[config.mk]
export PLATFORM = sky130hd
export DESIGN_NAME = run_sequencer
export DESIGN_NICKNAME = d
export VERILOG_FILES = /design/src/rtl/run_seq_pkg.sv /design/src/rtl/run_sequencer.sv
export SDC_FILE = /design/constraint.sdc
export NUM_CORES = 1
export LEC_CHECK = 0
export CAP_MARGIN = 20
export CORE_MARGIN = 1.5
export CORE_UTILIZATION = 41
export CTS_BUF_LIST = sky130_fd_sc_hd__clkbuf_16
export CTS_CLUSTER_SIZE = 25
export DETAILED_ROUTE_END_ITERATION = 6
export GPL_TIMING_DRIVEN = 0
export PLACE_DENSITY = 0.69
export SLEW_MARGIN = 25
export SYNTH_ARGS = -nofsm -noshare
export SYNTH_HDL_FRONTEND = slang
export SYNTH_SLANG_ARGS = --single-unit
[constraint.sdc]
create_clock -name clk -period 2.85 [get_ports clk]
set_input_delay 0.4275 -clock clk [delete_from_list [all_inputs] [get_ports clk]]
set_output_delay 0.4275 -clock clk [all_outputs]
set_load 0.03 [all_outputs]
[src/rtl/run_seq_pkg.sv]
// Shared types and constants for the run sequencer: the FSM state
// encoding, the registered output bundle and its Moore decode.
package run_seq_pkg;

    // Width of the prime (core reset hold) counter; RST_CYCLES must fit.
    localparam int PRIME_W = 4;

    typedef enum logic [2:0] {
        ST_IDLE  = 3'd0,
        ST_PRIME = 3'd1,
        ST_RUN   = 3'd2,
        ST_DONE  = 3'd3,
        ST_FAULT = 3'd4
    } run_state_e;

    typedef struct packed {
        logic core_reset;
        logic busy;
        logic done;
        logic timeout;
    } seq_out_t;

    // Moore output decode for a given state; unknown encodings fall back
    // to the safe "core held in reset, nothing reported" pattern.
    function automatic seq_out_t moore_out(input run_state_e s);
        seq_out_t o;
        o.core_reset = 1'b1;
        o.busy       = 1'b0;
        o.done       = 1'b0;
        o.timeout    = 1'b0;
        case (s)
            ST_IDLE: begin
                o.core_reset = 1'b1;
            end
            ST_PRIME: begin
                o.core_reset = 1'b1;
                o.busy       = 1'b1;
            end
            ST_RUN: begin
                o.core_reset = 1'b0;
                o.busy       = 1'b1;
            end
            ST_DONE: begin
                o.core_reset = 1'b1;
                o.done       = 1'b1;
            end
            ST_FAULT: begin
                o.core_reset = 1'b1;
                o.done       = 1'b1;
                o.timeout    = 1'b1;
            end
            default: begin
                o.core_reset = 1'b1;
            end
        endcase
        return o;
    endfunction

endpackage

[src/rtl/run_sequencer.sv]
// Run controller for the single-cycle core: holds the core in reset while
// idle, primes it for RST_CYCLES cycles, lets it run until the PC reaches
// HALT_PC, then reports done with the number of RUN cycles.
// Optional feature: define RUN_WATCHDOG_EN to abort runs that reach
// WD_LIMIT cycles without halting (FAULT state, timeout output).
module run_sequencer
    import run_seq_pkg::*;
#(
    parameter int D          = 12,
    parameter int HALT_PC    = 128,
    parameter int RST_CYCLES = 2,
    parameter int CW         = 16,
    parameter int WD_LIMIT   = 4096
) (
    input  logic          clk,
    input  logic          reset,
    input  logic          req,
    input  logic [D-1:0]  prog_ctr,
    output logic          core_reset,
    output logic          busy,
    output logic          done,
    output logic          timeout,
    output logic [CW-1:0] cycle_cnt
);

`ifdef RUN_WATCHDOG_EN
    localparam logic WD_EN = 1'b1;
`else
    localparam logic WD_EN = 1'b0;
`endif

    localparam logic [D-1:0]       HALT_VAL   = D'(HALT_PC);
    localparam logic [PRIME_W-1:0] PRIME_LOAD = PRIME_W'(RST_CYCLES - 1);
    localparam logic [CW-1:0]      WD_LAST    = CW'(WD_LIMIT - 1);
    localparam logic [CW-1:0]      CNT_MAX    = {CW{1'b1}};
    localparam logic [CW-1:0]      CNT_ONE    = {{(CW-1){1'b0}}, 1'b1};

    run_state_e         state_r;
    seq_out_t           out_r;
    logic [PRIME_W-1:0] prime_cnt_r;
    logic [CW-1:0]      cycle_cnt_r;

    // Saturating increment so a very long run never wraps back to small counts.
    function automatic logic [CW-1:0] sat_inc(input logic [CW-1:0] v);
        return (v == CNT_MAX) ? v : v + CNT_ONE;
    endfunction

    // Run FSM with both counters; outputs are registered as the decode of the
    // state being entered, so they always match state_r.
    always_ff @(posedge clk) begin
        if (reset) begin
            state_r     <= ST_IDLE;
            out_r       <= moore_out(ST_IDLE);
            prime_cnt_r <= {PRIME_W{1'b0}};
            cycle_cnt_r <= {CW{1'b0}};
        end else begin
            case (state_r)
                ST_IDLE: begin
                    if (req) begin
                        state_r     <= ST_PRIME;
                        out_r       <= moore_out(ST_PRIME);
                        prime_cnt_r <= PRIME_LOAD;
                        cycle_cnt_r <= {CW{1'b0}};
                    end else begin
                        state_r <= ST_IDLE;
                        out_r   <= moore_out(ST_IDLE);
                    end
                end
                ST_PRIME: begin
                    if (prime_cnt_r == {PRIME_W{1'b0}}) begin
                        state_r <= ST_RUN;
                        out_r   <= moore_out(ST_RUN);
                    end else begin
                        prime_cnt_r <= prime_cnt_r - {{(PRIME_W-1){1'b0}}, 1'b1};
                        state_r     <= ST_PRIME;
                        out_r       <= moore_out(ST_PRIME);
                    end
                end
                ST_RUN: begin
                    // The halting cycle itself is counted.
                    cycle_cnt_r <= sat_inc(cycle_cnt_r);
                    if (prog_ctr == HALT_VAL) begin
                        state_r <= ST_DONE;
                        out_r   <= moore_out(ST_DONE);
                    end else if (WD_EN && (cycle_cnt_r == WD_LAST)) begin
                        state_r <= ST_FAULT;
                        out_r   <= moore_out(ST_FAULT);
                    end else begin
                        state_r <= ST_RUN;
                        out_r   <= moore_out(ST_RUN);
                    end
                end
                ST_DONE, ST_FAULT: begin
                    // A held request never restarts; it must drop first.
                    if (!req) begin
                        state_r <= ST_IDLE;
                        out_r   <= moore_out(ST_IDLE);
                    end else begin
                        state_r <= state_r;
                        out_r   <= moore_out(state_r);
                    end
                end
                default: begin
                    state_r <= ST_IDLE;
                    out_r   <= moore_out(ST_IDLE);
                end
            endcase
        end
    end

    assign core_reset = out_r.core_reset;
    assign busy       = out_r.busy;
    assign done       = out_r.done;
    assign timeout    = WD_EN & out_r.timeout;
    assign cycle_cnt  = cycle_cnt_r;

endmodule

==> out/qor.yml <==
hold_slack_ps: 519.2
clk_latency_ps: 260
synth-seq-area-share: 0.3650
ys_ff_latch: 25
ys_types: 49
holdBufCountCts: 0
clockBufferDepth: 2
status: "complete, no violations"
yosys-top-cells-area: "dfxtp_1 36%, a31oi_1 3.6%, nand3_1 3.3%"
grt_antenna_before_repair: 0
num_vias: 1398
area_growth_pct: 33.94
path_clk_slew_ps: 60
port_buffers: 33
core-area_sq_um: 3103
crit_top_cell: "a31oi_1"
ant_nets: 0
wl_um: 3238
hold_class: "reg2reg"
synthCells: 164
grt_setup_unrepaired: "no"
cts_sinks: 25
die_x_um: 60.84
synth_top_area_share: 0.3650
grt_pass1_vias: 1307
cp-startpoint: "cycle_cnt[0]"
routedWlPerCell_um: 13.22
dieArea_sq_um: 3701
synth_top_area_cell: "dfxtp_1"
syn_nets: 182
cp-start-kind: "flop"
dieHeight_um: 60.84
drv_cap: 0
ioPinCount: 35
fin_crit_sh: 0.6747
max_stage_delay_ps: 610
gp_congestion: 0.7870
path_cells: "ha_1 -> nand3_1 -> or4_4 -> a31oi_1 -> a31oi_1"
slowest_stage: "or4_4"
post_cts_buffers: 0
p_leak_nw: 0.6072
cts_tree: "yes"
post-dp-hpwl_um: 2440
start_util: 0.4419
drc: 0
layout.nets: 220
synth_area_sq_um: 1371
first_pass_iters: 4
ys.flop_type: "dfxtp_1"
cts_root_buffer: "clkbuf_16"
final.setup_skew_ps: 4.082
viasPerCell: 5.706
cts_made_buffers: 3
crit_path_end_kind: "flop"
grt_first_pass_wirelength_um: 5554
yosysWarningCount: 0
post_cts_resized: 0
peakVddDrop_mv: 0.3080
finalSetupViolCount: 0
min_period_ps: 1923
power_density_nw_per_um2: 469.6
cp_max_fo: 7
finalSetupTns_ps: 0
async_flop_share: 0
rows: 20
max_slew_margin: 0.6126
num_antenna_cells: 0
finalHoldViolCount: 0
min_from: "cycle_cnt[7]"
drt_iter0_drc: 62
finalMaxSlewViolations: 0
worst_slew_pin_slew_ps: 579.8
max_freq_mhz: 520.1
gr-total-overflow: 0
avgSynthCellArea_sq_um: 8.362
crit_arrival_ps: 2070
grt_max_degree: 15
cts_max_level: 1
worstPathRequired_ps: 2990
grt_use_total: 0.1957
drive_gt1_frac: 0.08458
synth_edf_count: 0
crit_type: "reg2reg"
worstReg2RegStart: "cycle_cnt[0]"
==> state kept, by name (all words and copies together), names as in the netlist <==
| register | flops |
|---|---|
| busy | 1 |
| prime_cnt_r | 4 |
| core_reset | 1 |
| state_r | 2 |
| cycle_cnt | 16 |
| done | 1 |
==> metrics by stage <==
step	area [sq um]	util	worst slack [ps]	std cells	total power, mW
final	1837	0.5919	927.2	245	0.8625
after global routing	1837	0.5919	788.5	245	0.8968
after CTS	1837	0.5919	927.3	245	0.8631
after detailed placement	1757	0.5661	651.2	241	0.5456
after global placement	1757	0.5661	682.6	241	0.5411
after floorplan	1371	-	931.3	164	0.4884
==> cells in the mapped netlist (2+ instances only) <==
library cell / n
a41oi_1: 2
clkbuf_1: 2
buf_2: 2
o21ai_0: 7
or4_1: 3
inv_1: 12
xor2_1: 2
mux2i_1: 2
nor2b_1: 5
and4_1: 3
o211ai_1: 3
and3_1: 2
a211oi_1: 3
o21ai_1: 2
nand2_1: 11
nor4_1: 2
a21oi_1: 6
nor2_1: 8
a31oi_1: 8
nand3_1: 9
nor3_1: 3
ha_1: 3
and2b_1: 2
a311oi_1: 5
nand2b_1: 3
nand4_1: 5
dfxtp_1: 25
buf_4: 3
==> final cells by class <==
| cell class | count | area [sq um] |
|---|---|---|
| buffer | 9 | 56.30 |
| inverter | 12 | 45.04 |
| timing repair buffer | 33 | 330.3 |
| tap | 44 | 55.05 |
| sequential | 25 | 500.5 |
| fill | 306 | 1266 |
| clock buffer | 3 | 75.07 |
| multi-input combinational | 118 | 769.5 |
| clock inverter | 1 | 5.005 |
==> worst max-delay path, delay by kind of cell (launching register included) <==
| kind | cells | cell delay, ps |
|---|---|---|
| fa+ha+maj | 1 | 260 |
| simple gates | 2 | 820 |
| compound gates | 2 | 260 |
| flops | 1 | 470 |
==> final timing paths <==
kind         cells past startpoint      endpoint  slack, ps
max                              5  cycle_cnt[8]        930
min                              1  cycle_cnt[7]        520
max reg2reg                      5  cycle_cnt[8]        930
min reg2reg                      1  cycle_cnt[7]        520
==> cell families (layout without fill, tap and decap cells) <==
logic type	count (synthesis)	in the layout	synth area share
DFF	25	25	0.3650
other	1	1	0.002735
adders and majority gates	3	3	0.02738
and+or+nand+nor	66	66	0.2847
buffers and inverters	21	58	0.07390
muxes	2	2	0.01460
xor gates and xnor gates	3	3	0.01916
AOI/OAI and AO/OA	43	43	0.2126
==> power by group <==
part | switching [mW] | leakage (nW) | total [mW] | internal (mW)
combinational | 0.0857 | 0.364 | 0.159 | 0.0737
clock | 0.134 | 0.0409 | 0.324 | 0.190
sequential | 0.0136 | 0.203 | 0.379 | 0.366
==> per-layer routing <==
metal	track usage	wire length (um)
met5	0	0
met4	0.05590	32
met3	0.02985	193
met2	0.3487	1546
met1	0.2438	1466
==> cell usage in the layout, fill, tap and decap left out, types with 2 or more instances in the layout <==
master,instances
o21ai_0,7
and3_1,2
ha_1,3
nor3_1,3
buf_2,2
inv_1,12
clkdlybuf4s50_1,33
o21ai_1,2
nand2b_1,3
xor2_1,2
nor2b_1,5
or4_1,3
a41oi_1,2
and4_1,3
buf_4,3
a31oi_1,8
nand3_1,9
nor4_1,2
and2b_1,2
dfxtp_1,25
o211ai_1,3
nand2_1,11
a311oi_1,5
nand4_1,5
nor2_1,8
mux2i_1,2
clkbuf_1,2
clkbuf_16,3
a21oi_1,6
a211oi_1,3
Power figures use the tool's default switching activity.
